==> src/rtl/player_bullet_if.sv <==
// player_bullet_if: player/collision-side signals into the bullet engine and
// bullet slot state back out to the collision unit and sprite renderer.
interface player_bullet_if #(
  parameter int unsigned MAX_BULLETS = 2
) ();

  logic                          shoot_bullet;
  logic [9:0]                    player_X;
  logic [MAX_BULLETS-1:0]        hit;
  logic [10*MAX_BULLETS-1:0]     bullet_X;
  logic [10*MAX_BULLETS-1:0]     bullet_Y;
  logic [MAX_BULLETS-1:0]        bullet_active;
  logic                          fired;

  // Player stage / collision unit side
  modport master (
    output shoot_bullet, player_X, hit,
    input  bullet_X, bullet_Y, bullet_active, fired
  );

  // Bullet engine side
  modport slave (
    input  shoot_bullet, player_X, hit,
    output bullet_X, bullet_Y, bullet_active, fired
  );

endinterface

==> src/rtl/player_bullet.sv <==
// player_bullet: player-projectile engine. Spawns bullets at the cannon,
// advances them upward once per frame and retires them at the top or on hit.
// Optional macro PLAYER_BULLET_AUTOFIRE_EN: when defined, holding fire
// auto-repeats; otherwise only a rising edge of shoot_bullet fires.
module player_bullet #(
  parameter int unsigned MAX_BULLETS = 2,
  parameter logic [9:0]  SPAWN_Y     = 10'd440,
  parameter logic [9:0]  Y_MIN       = 10'd0,
  parameter logic [9:0]  BULLET_STEP = 10'd4,
  parameter logic [3:0]  COOLDOWN    = 4'd8
) (
  input  logic           frame_clk,
  input  logic           Reset_n,
  player_bullet_if.slave bus
);

  typedef enum logic {
    S_IDLE = 1'b0,
    S_FLY  = 1'b1
  } slot_state_t;

  // A flying bullet below this row retires instead of moving, so Y never wraps
  localparam logic [9:0] RETIRE_Y = 10'(Y_MIN + BULLET_STEP);

  slot_state_t            r_state     [MAX_BULLETS];
  slot_state_t            w_state_nxt [MAX_BULLETS];
  logic [9:0]             r_x         [MAX_BULLETS];
  logic [9:0]             w_x_nxt     [MAX_BULLETS];
  logic [9:0]             r_y         [MAX_BULLETS];
  logic [9:0]             w_y_nxt     [MAX_BULLETS];
  logic [3:0]             r_cooldown;
  logic [3:0]             w_cooldown_nxt;
  logic                   r_spawned;
  logic                   r_fired;
  logic                   w_req;
  logic                   w_spawn;
  logic                   w_any_idle;
  logic [MAX_BULLETS-1:0] w_spawn_sel;

`ifdef PLAYER_BULLET_AUTOFIRE_EN
  // Level-sensitive fire request: holding fire repeats at the cooldown rate
  assign w_req = bus.shoot_bullet;
`else
  logic r_shoot_prev;

  // Previous fire level for rising-edge detection
  always_ff @(posedge frame_clk or negedge Reset_n) begin
    if (!Reset_n) begin
      r_shoot_prev <= 1'b0;
    end else begin
      r_shoot_prev <= bus.shoot_bullet;
    end
  end

  assign w_req = bus.shoot_bullet & ~r_shoot_prev;
`endif

  // Pick the lowest-indexed slot that is idle in the registered state
  always_comb begin
    w_spawn_sel = '0;
    w_any_idle  = 1'b0;
    for (int i = 0; i < MAX_BULLETS; i++) begin
      if (!w_any_idle && (r_state[i] == S_IDLE)) begin
        w_spawn_sel[i] = 1'b1;
        w_any_idle     = 1'b1;
      end
    end
  end

  assign w_spawn = w_req & (r_cooldown == 4'd0) & w_any_idle;

  // Slot state register plus cooldown and fired pipeline
  always_ff @(posedge frame_clk or negedge Reset_n) begin
    if (!Reset_n) begin
      for (int i = 0; i < MAX_BULLETS; i++) begin
        r_state[i] <= S_IDLE;
        r_x[i]     <= 10'd0;
        r_y[i]     <= 10'd0;
      end
      r_cooldown <= 4'd0;
      r_spawned  <= 1'b0;
      r_fired    <= 1'b0;
    end else begin
      for (int i = 0; i < MAX_BULLETS; i++) begin
        r_state[i] <= w_state_nxt[i];
        r_x[i]     <= w_x_nxt[i];
        r_y[i]     <= w_y_nxt[i];
      end
      r_cooldown <= w_cooldown_nxt;
      r_spawned  <= w_spawn;
      r_fired    <= r_spawned;
    end
  end

  // Per-slot next state: hit beats retire beats move; idle slots accept spawns
  always_comb begin
    for (int i = 0; i < MAX_BULLETS; i++) begin
      w_state_nxt[i] = r_state[i];
      w_x_nxt[i]     = r_x[i];
      w_y_nxt[i]     = r_y[i];
      case (r_state[i])
        S_FLY: begin
          if (bus.hit[i]) begin
            w_state_nxt[i] = S_IDLE;
          end else if (r_y[i] < RETIRE_Y) begin
            w_state_nxt[i] = S_IDLE;
          end else begin
            w_y_nxt[i] = 10'(r_y[i] - BULLET_STEP);
          end
        end
        default: begin
          if (w_spawn && w_spawn_sel[i]) begin
            w_state_nxt[i] = S_FLY;
            w_x_nxt[i]     = bus.player_X;
            w_y_nxt[i]     = SPAWN_Y;
          end
        end
      endcase
    end
  end

  // Cooldown loads on spawn, otherwise counts down and saturates at zero
  always_comb begin
    w_cooldown_nxt = r_cooldown;
    if (w_spawn) begin
      w_cooldown_nxt = COOLDOWN;
    end else if (r_cooldown != 4'd0) begin
      w_cooldown_nxt = 4'(r_cooldown - 4'd1);
    end
  end

  // Outputs are straight copies of registered slot and control state
  always_comb begin
    bus.bullet_X      = '0;
    bus.bullet_Y      = '0;
    bus.bullet_active = '0;
    for (int i = 0; i < MAX_BULLETS; i++) begin
      bus.bullet_X[10*i +: 10] = r_x[i];
      bus.bullet_Y[10*i +: 10] = r_y[i];
      bus.bullet_active[i]     = (r_state[i] == S_FLY);
    end
    bus.fired = r_fired;
  end

endmodule

==> src/flat_wrapper.sv <==
// flat-port wrapper written by rule: the top's interface ports become plain ports
module player_bullet_flat 
#(
  parameter int unsigned MAX_BULLETS = 2,
  parameter logic [9:0]  SPAWN_Y     = 10'd440,
  parameter logic [9:0]  Y_MIN       = 10'd0,
  parameter logic [9:0]  BULLET_STEP = 10'd4,
  parameter logic [3:0]  COOLDOWN    = 4'd8
)
  (frame_clk, Reset_n, bus_shoot_bullet, bus_player_X, bus_hit, bus_bullet_X, bus_bullet_Y, bus_bullet_active, bus_fired);
  player_bullet_if #(.MAX_BULLETS(MAX_BULLETS)) bus_i ();
  input  logic frame_clk;
  input  logic Reset_n;
  input wire logic [$bits(bus_i.shoot_bullet)-1:0] bus_shoot_bullet;
  input wire logic [$bits(bus_i.player_X)-1:0] bus_player_X;
  input wire logic [$bits(bus_i.hit)-1:0] bus_hit;
  output wire logic [$bits(bus_i.bullet_X)-1:0] bus_bullet_X;
  output wire logic [$bits(bus_i.bullet_Y)-1:0] bus_bullet_Y;
  output wire logic [$bits(bus_i.bullet_active)-1:0] bus_bullet_active;
  output wire logic [$bits(bus_i.fired)-1:0] bus_fired;
  assign bus_i.shoot_bullet = bus_shoot_bullet;
  assign bus_i.player_X = bus_player_X;
  assign bus_i.hit = bus_hit;
  assign bus_bullet_X = bus_i.bullet_X;
  assign bus_bullet_Y = bus_i.bullet_Y;
  assign bus_bullet_active = bus_i.bullet_active;
  assign bus_fired = bus_i.fired;
  player_bullet #(.MAX_BULLETS(MAX_BULLETS), .SPAWN_Y(SPAWN_Y), .Y_MIN(Y_MIN), .BULLET_STEP(BULLET_STEP), .COOLDOWN(COOLDOWN)) u_core (.frame_clk(frame_clk), .Reset_n(Reset_n), .bus(bus_i));
endmodule
==> config.mk <==
export PLATFORM = sky130hd
export DESIGN_NAME = player_bullet_flat
export DESIGN_NICKNAME = d
export VERILOG_FILES = /design/src/rtl/player_bullet_if.sv /design/src/rtl/player_bullet.sv /design/src/flat_wrapper.sv
export SDC_FILE = /design/constraint.sdc
export NUM_CORES = 1
export LEC_CHECK = 0
export BUFFER_PORTS_ARGS = -buffer_cell sky130_fd_sc_hd__buf_2
export CAP_MARGIN = 20
export CORE_ASPECT_RATIO = 1.25
export CORE_MARGIN = 3
export CORE_UTILIZATION = 30
export DETAILED_ROUTE_END_ITERATION = 7
export PLACE_DENSITY_LB_ADDON = 0.08
export SLEW_MARGIN = 40
export SYNTH_ARGS = -nofsm -noshare
export SYNTH_HDL_FRONTEND = slang
export SYNTH_SLANG_ARGS = --single-unit
==> constraint.sdc <==
create_clock -name frame_clk -period 3.61 [get_ports frame_clk]
set_input_delay 0.5415 -clock frame_clk [delete_from_list [all_inputs] [get_ports frame_clk]]
set_output_delay 0.5415 -clock frame_clk [all_outputs]
set_load 0.01 [all_outputs]
==> results.txt, run 1 <==
Final HPWL DP: 3160 microns
CTS tree: built
WP data arrival: 2610 ps
Mean Syn Cell Area: 11.3 sq um
worst-case clock skew: 5.99 ps
setup TNS: 0 ps
first-pass detailed-route iteration total: 4
Synth async-reset ratio: 1.00
final hold vios: 0
Slew HR: 0.501
Critical Path End Type: register
Slew Limit Fails: 0
gr ovfl total: 0
Final Cycle Share: 0.671
Worst IR Drop VDD: 277 uV
Syn Inst Count: 185
Yosys cell types: 48
post-CTS setup buffer count: 0
port bufs: 53
Worst path slowest cell: nor3_4
diodes inserted: 0
Synth Register Bits: 45
chip height: 99.4 microns
register area share after synthesis: 0.538
P_leak: 1.20 nW
Power Dens Cells: 733 nW/um^2
Hold Crit Class: primary input to asynchronous set/reset pin
routed len/inst: 13.8 microns
antenna violations before repair: 0
CP startpoint kind: register
DR vias: 1519
share of layout cells above drive strength 1: 0.340
FMAX: 413 MHz
row count: 33
ys flop type: dfrtp_1
status: completed
Worst-path clk slew: 80 ps
max-cap violations: 0
YS warnings: 0
CTS Sinks: 45
most frequent cells in the layout: 52 x buf_2, 45 x dfrtp_1, 32 x nand2_1, 11 x nor2_1
post-synthesis cell area: 2090 sq um
CTS buffer count: 5
H-tree Lvls: 2
Worst-Skew Late Latency: 290 ps
Setup violations, final: 0
Net count, final: 258
area grow syn2layout: 20.3%
Critical Path, Cell by Cell: inv_1, ha_1, or3b_1, nor3_4, mux2_2
fill count: 671
fin crit period: 2420 ps
initial drt markers: 85
number of synthesized flops with an enable pin: 0
Worst Path Required: 3790 ps
Root Driver: clkbuf_8
worst slew pin tran: 746 ps
DIE WIDTH: 80.7 microns
drt via density: 4.63
GRT Overall Usage: 0.123
Die Area: 8020 sq um
CP startpoint: u_core.r_cooldown[0]$_DFFE_PN0P_
pin count of the biggest net entering global routing: 46
gp weighted congestion: 0.743
Crit path largest cell delay: 690 ps
core box area: 6650 sq um
CP Class: register to register
count of hold-fix buffers inserted at cts: 0
post-CTS resize count: 0
first-pass GRT wire length: 7660 microns
Detailed Route WL: 4520 microns
unrepaired setup endpoints after global routing: false
DRC: 0
I/O pin total: 58
number of global-route vias before repair: 1534
fin util: 0.379
remaining antenna violation count after routing: 0
CTS max path bufs: 2
critical path peak fanout: 17
commonest non-fill, non-tap cell in the layout: buf_2
R2R Path Start: u_core.r_cooldown[0]$_DFFE_PN0P_
Initial Util: 0.315
## Yosys cell counts, drive strengths merged (2+ instances only)
| cell type | count | area (sq um) |
|---|---|---|
| or3b | 2 | 17.5 |
| a2111oi | 3 | 45.1 |
| or3 | 4 | 25.0 |
| nor3 | 4 | 31.3 |
| or2 | 2 | 12.5 |
| mux2 | 10 | 113 |
| dfrtp | 45 | 1130 |
| xnor2 | 5 | 43.8 |
| o21ai | 5 | 25.0 |
| nor2 | 11 | 41.3 |
| nor4 | 4 | 61.3 |
| a211oi | 6 | 45.0 |
| nand2 | 33 | 126 |
| buf | 9 | 86.3 |
| inv | 9 | 33.8 |
| a31oi | 3 | 18.8 |
| nand3 | 3 | 15.0 |
| ha | 3 | 37.5 |
| nand2b | 4 | 25.0 |
| a21oi | 2 | 10.0 |
## layer usage
layer	GRT usage	wire, microns
met3	0.0290	245
met1	0.171	2150
met2	0.184	2110
met5	0	0
met4	0.0468	25
## state kept, by name, indices dropped and copies added (netlist names)
signal and flops:
u_core.bus.bullet_X 20, u_core.bus.bullet_Y 16, u_core.r_cooldown 4, u_core.bus.bullet_active 2, u_core.bus.fired 1, u_core.r_shoot_prev 1, u_core.r_spawned 1
## cell type report
class,count,area (sq um),share of cell area
clock buffers,7,86.3,0.0343
repair buffers,54,275,0.109
multi-input cells,125,857,0.340
flip-flops and latches,45,1130,0.447
well taps,87,109,0.0432
inverters,9,33.8,0.0134
clock inverters,1,30.0,0.0119
## where the power goes
part           switching [mW]  internal [mW]  leakage [nW]
Clock                   0.168          0.226        0.0585
Combinational           0.323          0.294         0.588
Sequential              0.150          0.684         0.550
## logic make-up (layout without fill, tap and decap cells)
group                    after synthesis  in the layout  share of synthesized area
AO/OA/AOI/OAI                         26             26                     0.0993
XOR/XNOR                               6              6                     0.0251
adder cells (fa/ha/maj)                3              3                     0.0179
buffers and inverters                 18             71                     0.0574
flip-flops                            45             45                      0.538
multiplexers                          11             11                     0.0586
other                                  1              4                    0.00179
AND/OR/NAND/NOR                       75             75                      0.202
## worst max-delay path: cells and delay by family, from the launching register on
family                     cells  cell delay (ps)
adders and majority gates      1              200
muxes                          1              410
DFF                            1              390
buffers and inverters          1               80
and+or+nand+nor                2             1230
## worst paths after layout
| check | end | slack (ps) | cells past startpoint |
|---|---|---|---|
| setup / recovery | u_core.bus.bullet_X[1]$_DFFE_PN0P_ | 1190 | 5 |
| hold / removal | u_core.bus.fired$_DFF_PN0_ | 230 | 1 |
| setup reg to reg | u_core.bus.bullet_X[1]$_DFFE_PN0P_ | 1190 | 5 |
| hold reg to reg | u_core.bus.fired$_DFF_PN0_ | 350 | 0 |
| max in group asynchronous | u_core.bus.bullet_X[14]$_DFFE_PN0P_ | 2980 | 1 |
| min in group frame_clk | u_core.bus.fired$_DFF_PN0_ | 350 | 0 |
## through the flow
stage	setup slack [ps]	total power [mW]	cells	hold slack [ps]	cell area [sq um]
3_5_place_dp	1160	1.47	319	336	2390
6_report	1190	1.85	328	234	2520
2_1_floorplan	1550	1.23	188	246	2100
4_1_cts	1140	1.88	327	254	2510
5_1_grt	1020	2.00	328	257	2520
3_3_place_gp	1240	1.47	319	334	2390
Power figures use the tool's default switching activity.
==> run 2: changes to the inputs <==
--- a/config.mk
+++ b/config.mk
@@ -5,6 +5,7 @@
 export SDC_FILE = /design/constraint.sdc
 export NUM_CORES = 1
 export LEC_CHECK = 0
+export ABC_AREA = 1
 export BUFFER_PORTS_ARGS = -buffer_cell sky130_fd_sc_hd__buf_2
 export CAP_MARGIN = 20
 export CORE_ASPECT_RATIO = 1.25
==> constraint.sdc (replaced) <==
create_clock -name frame_clk -period 2.2 [get_ports frame_clk]
set_input_delay 0.33 -clock frame_clk [delete_from_list [all_inputs] [get_ports frame_clk]]
set_output_delay 0.33 -clock frame_clk [all_outputs]
set_load 0.01 [all_outputs]
==> results.txt, run 2 <==
Post-Synth Adder-Cell Area: 0.0166 (-0.00129)
DP Cell Count: 396 (+24%)
I/O pin total: 58 (unchanged)
share of layout cells above drive strength 1: 0.304 (-0.0367)
Worst IR Drop VDD: 436 uV (+58%)
DIE WIDTH: 83.5 microns (+3.5%)
number of synthesized flops with an enable pin: 0 (unchanged)
ranking of synthesized cells by area: dfrtp_1 50%, nand2_1 10%, o21ai_2 6.6%
most frequent cells in the layout: 63 x nand2_1, 53 x buf_2, 45 x dfrtp_1, 34 x inv_1, 19 x nor2_1
commonest non-fill, non-tap cell in the layout: nand2_1
Synth area leader: dfrtp_1
Critical Path, Cell by Cell: inv_1, ha_1, nand2_2, nor2_8, nand2_4, nor2_4, inv_2, nand2_4, nand2_1, o21ai_0
mux share of post-synthesis cell area: 0 (-0.0586)
non-filler instance count after layout: 403 (+23%)
CP Class: register to register
CTS Sinks: 45 (unchanged)
worst slew pin tran: 597 ps (-149 ps)
unrepaired setup endpoints after global routing: false
Worst Path Required: 2380 ps (-1410 ps)
Worst-path clk slew: 90 ps (about the same)
antenna violations before repair: 0 (unchanged)
Worst path top cell family by delay: simple AND/OR/NAND/NOR gates
row count: 34 (+3.0%)
remaining antenna violation count after routing: 0 (unchanged)
count of hold-fix buffers inserted at cts: 0 (unchanged)
diodes inserted: 0 (unchanged)
post-CTS resize count: 0 (unchanged)
DRC: 0 (unchanged)
Initial Util: 0.315 (+0.000776)
number of global-route vias before repair: 1759 (+15%)
H-tree Lvls: 2 (unchanged)
most used cell, CP: nand2_4
Crit path largest cell delay: 380 ps (-310 ps)
fin util: 0.375 (-0.00369)
register area share after synthesis: 0.499 (-0.0388)
Detailed Route WL: 4780 microns (+5.7%)
Slew Limit Fails: 0 (unchanged)
drt via density: 4.32 (-6.7%)
chip height: 103 microns (+3.6%)
final hold vios: 0 (unchanged)
Post-Synth Simple-Gate Area: 0.250 (+0.0487)
Mean Syn Cell Area: 8.74 sq um (-23%)
fill count: 775 (+15%)
Synth async-reset ratio: 1.00 (unchanged)
pin count of the biggest net entering global routing: 46 (unchanged)
fin crit period: 1750 ps (-674 ps)
P_leak: 1.41 nW (+18%)
Post-Synth XOR/XNOR Area: 0.0117 (-0.0135)
Buf/Inv on CP: 2 (+1)
Power Dens Cells: 1160 nW/um^2 (+59%)
YS warnings: 0 (unchanged)
Final Cycle Share: 0.795 (+0.124)
Setup violations, final: 0 (unchanged)
post-synth top area share: 0.499 (-0.0388)
gp weighted congestion: 0.755 (+1.7%)
CTS max path bufs: 2 (unchanged)
Root Driver: clkbuf_8
largest family of logic cells by synthesized area: simple AND/OR/NAND/NOR gates
WP data arrival: 1930 ps (-680 ps)
port bufs: 53 (unchanged)
max-cap violations: 0 (unchanged)
CP startpoint kind: register
setup TNS: 0 ps (unchanged)
Worst-Skew Late Latency: 300 ps (about the same)
CTS tree: built
gr ovfl total: 0 (unchanged)
core box area: 7150 sq um (+7.5%)
Slew HR: 0.602 (+0.101)
post-CTS setup buffer count: 0 (unchanged)
post-synthesis cell area: 2250 sq um (+7.8%)
most instantiated library cell after synthesis: nand2_1
first-pass GRT wire length: 8280 microns (+8.1%)
Critical Path End Type: register
routed len/inst: 11.9 microns (-14%)
area grow syn2layout: 18.9%
ys flop type: dfrtp_1
Hold Crit Class: primary input to asynchronous set/reset pin
Worst path slowest cell: inv_2
Yosys cell types: 31 (-35%)
DR vias: 1741 (+15%)
CTS buffer count: 5 (unchanged)
Syn Inst Count: 258 (+39%)
complex-gate fraction of the synthesized area: 0.122 (+0.0228)
worst-case clock skew: 9.42 ps (+3.43 ps)
initial drt markers: 57 (-33%)
FMAX: 572 MHz (+38%)
critical path peak fanout: 23 (+6)
first-pass detailed-route iteration total: 4 (unchanged)
Final HPWL DP: 3400 microns (+7.7%)
Net count, final: 331 (+28%)
GRT Overall Usage: 0.120 (-0.00326)
Synth Register Bits: 45 (unchanged)
Die Area: 8600 sq um (+7.2%)
status: completed
Synth top cells by count: 63 x nand2_1, 45 x dfrtp_1, 34 x inv_1, 19 x nor2_1, 18 x nand3_1
max FFs per register: 20 (unchanged)
-- run 2: cell types whose count changed after synthesis, moves of 4 or more --
cell / change
nand3_1: +15
o21ai_1: +10
nor2_1: +8
a211oi_1: -6
mux2_2: -9
inv_1: +25
xnor2_1: -4
or3_1: -4
o21ai_0: +7
o21ai_2: +17
nand2b_1: -4
nand2_1: +31
-- run 2: cell type report --
type,instances,area (sq um),area share
Clock inverter,2,35.0,0.0131
Clock buffer,5,68.8,0.0257
Sequential cell,45,1130,0.420
Inverter,37,139,0.0518
Multi-Input combinational cell,169,918,0.343
Timing Repair Buffer,55,280,0.105
Tap cell,90,113,0.0420
-- run 2: where the power goes --
group          total (mW)  switching [mW]  internal (mW)
combinational        1.16           0.693          0.469
sequential           1.33           0.226           1.11
clock               0.622           0.291          0.331
-- run 2: worst paths after layout --
path | from | slack [ps] | end | cells past startpoint
worst max-delay path | u_core.r_cooldown[0]$_DFFE_PN0P_ | 450 | u_core.bus.bullet_Y[7]$_DFFE_PN0P_ | 10
worst min-delay path | Reset_n | 100 | u_core.bus.bullet_Y[14]$_DFFE_PN0P_ | 2
worst max register to register | u_core.r_cooldown[0]$_DFFE_PN0P_ | 450 | u_core.bus.bullet_Y[7]$_DFFE_PN0P_ | 10
worst min register to register | u_core.r_spawned$_DFF_PN0_ | 350 | u_core.bus.fired$_DFF_PN0_ | 0
max in group asynchronous | Reset_n | 1680 | u_core.bus.bullet_X[2]$_DFFE_PN0P_ | 2
min in group frame_clk | bus_shoot_bullet | 150 | u_core.r_shoot_prev$_DFF_PN0_ | 1
-- run 2: routing by layer --
| layer | GRT usage | wire, microns |
|---|---|---|
| met1 | 0.149 | 2220 |
| met2 | 0.201 | 2250 |
| met3 | 0.0352 | 264 |
| met4 | 0.0408 | 50 |
| met5 | 0 | 0 |
-- run 2: per-stage QoR --
stage | power, mW | hold slack [ps] | instance area [sq um] | worst slack, ps
global route | 3.40 | 126 | 2680 | 240
CTS | 3.17 | 134 | 2680 | 402
floorplan | 2.12 | 34.4 | 2270 | 691
global placement | 2.54 | 338 | 2580 | 487
detailed placement | 2.53 | 336 | 2580 | 430
finish | 3.12 | 103 | 2680 | 450
-- run 2: kinds of logic (layout without fill, tap and decap cells) --
kind of cell / Yosys count / in the layout
buffers and inverters: 47 / 99
xor gates and xnor gates: 3 / 3
adders and majority gates: 3 / 3
and+or+nand+nor: 118 / 118
DFF: 45 / 45
other: 1 / 4
AOI/OAI and AO/OA: 41 / 41
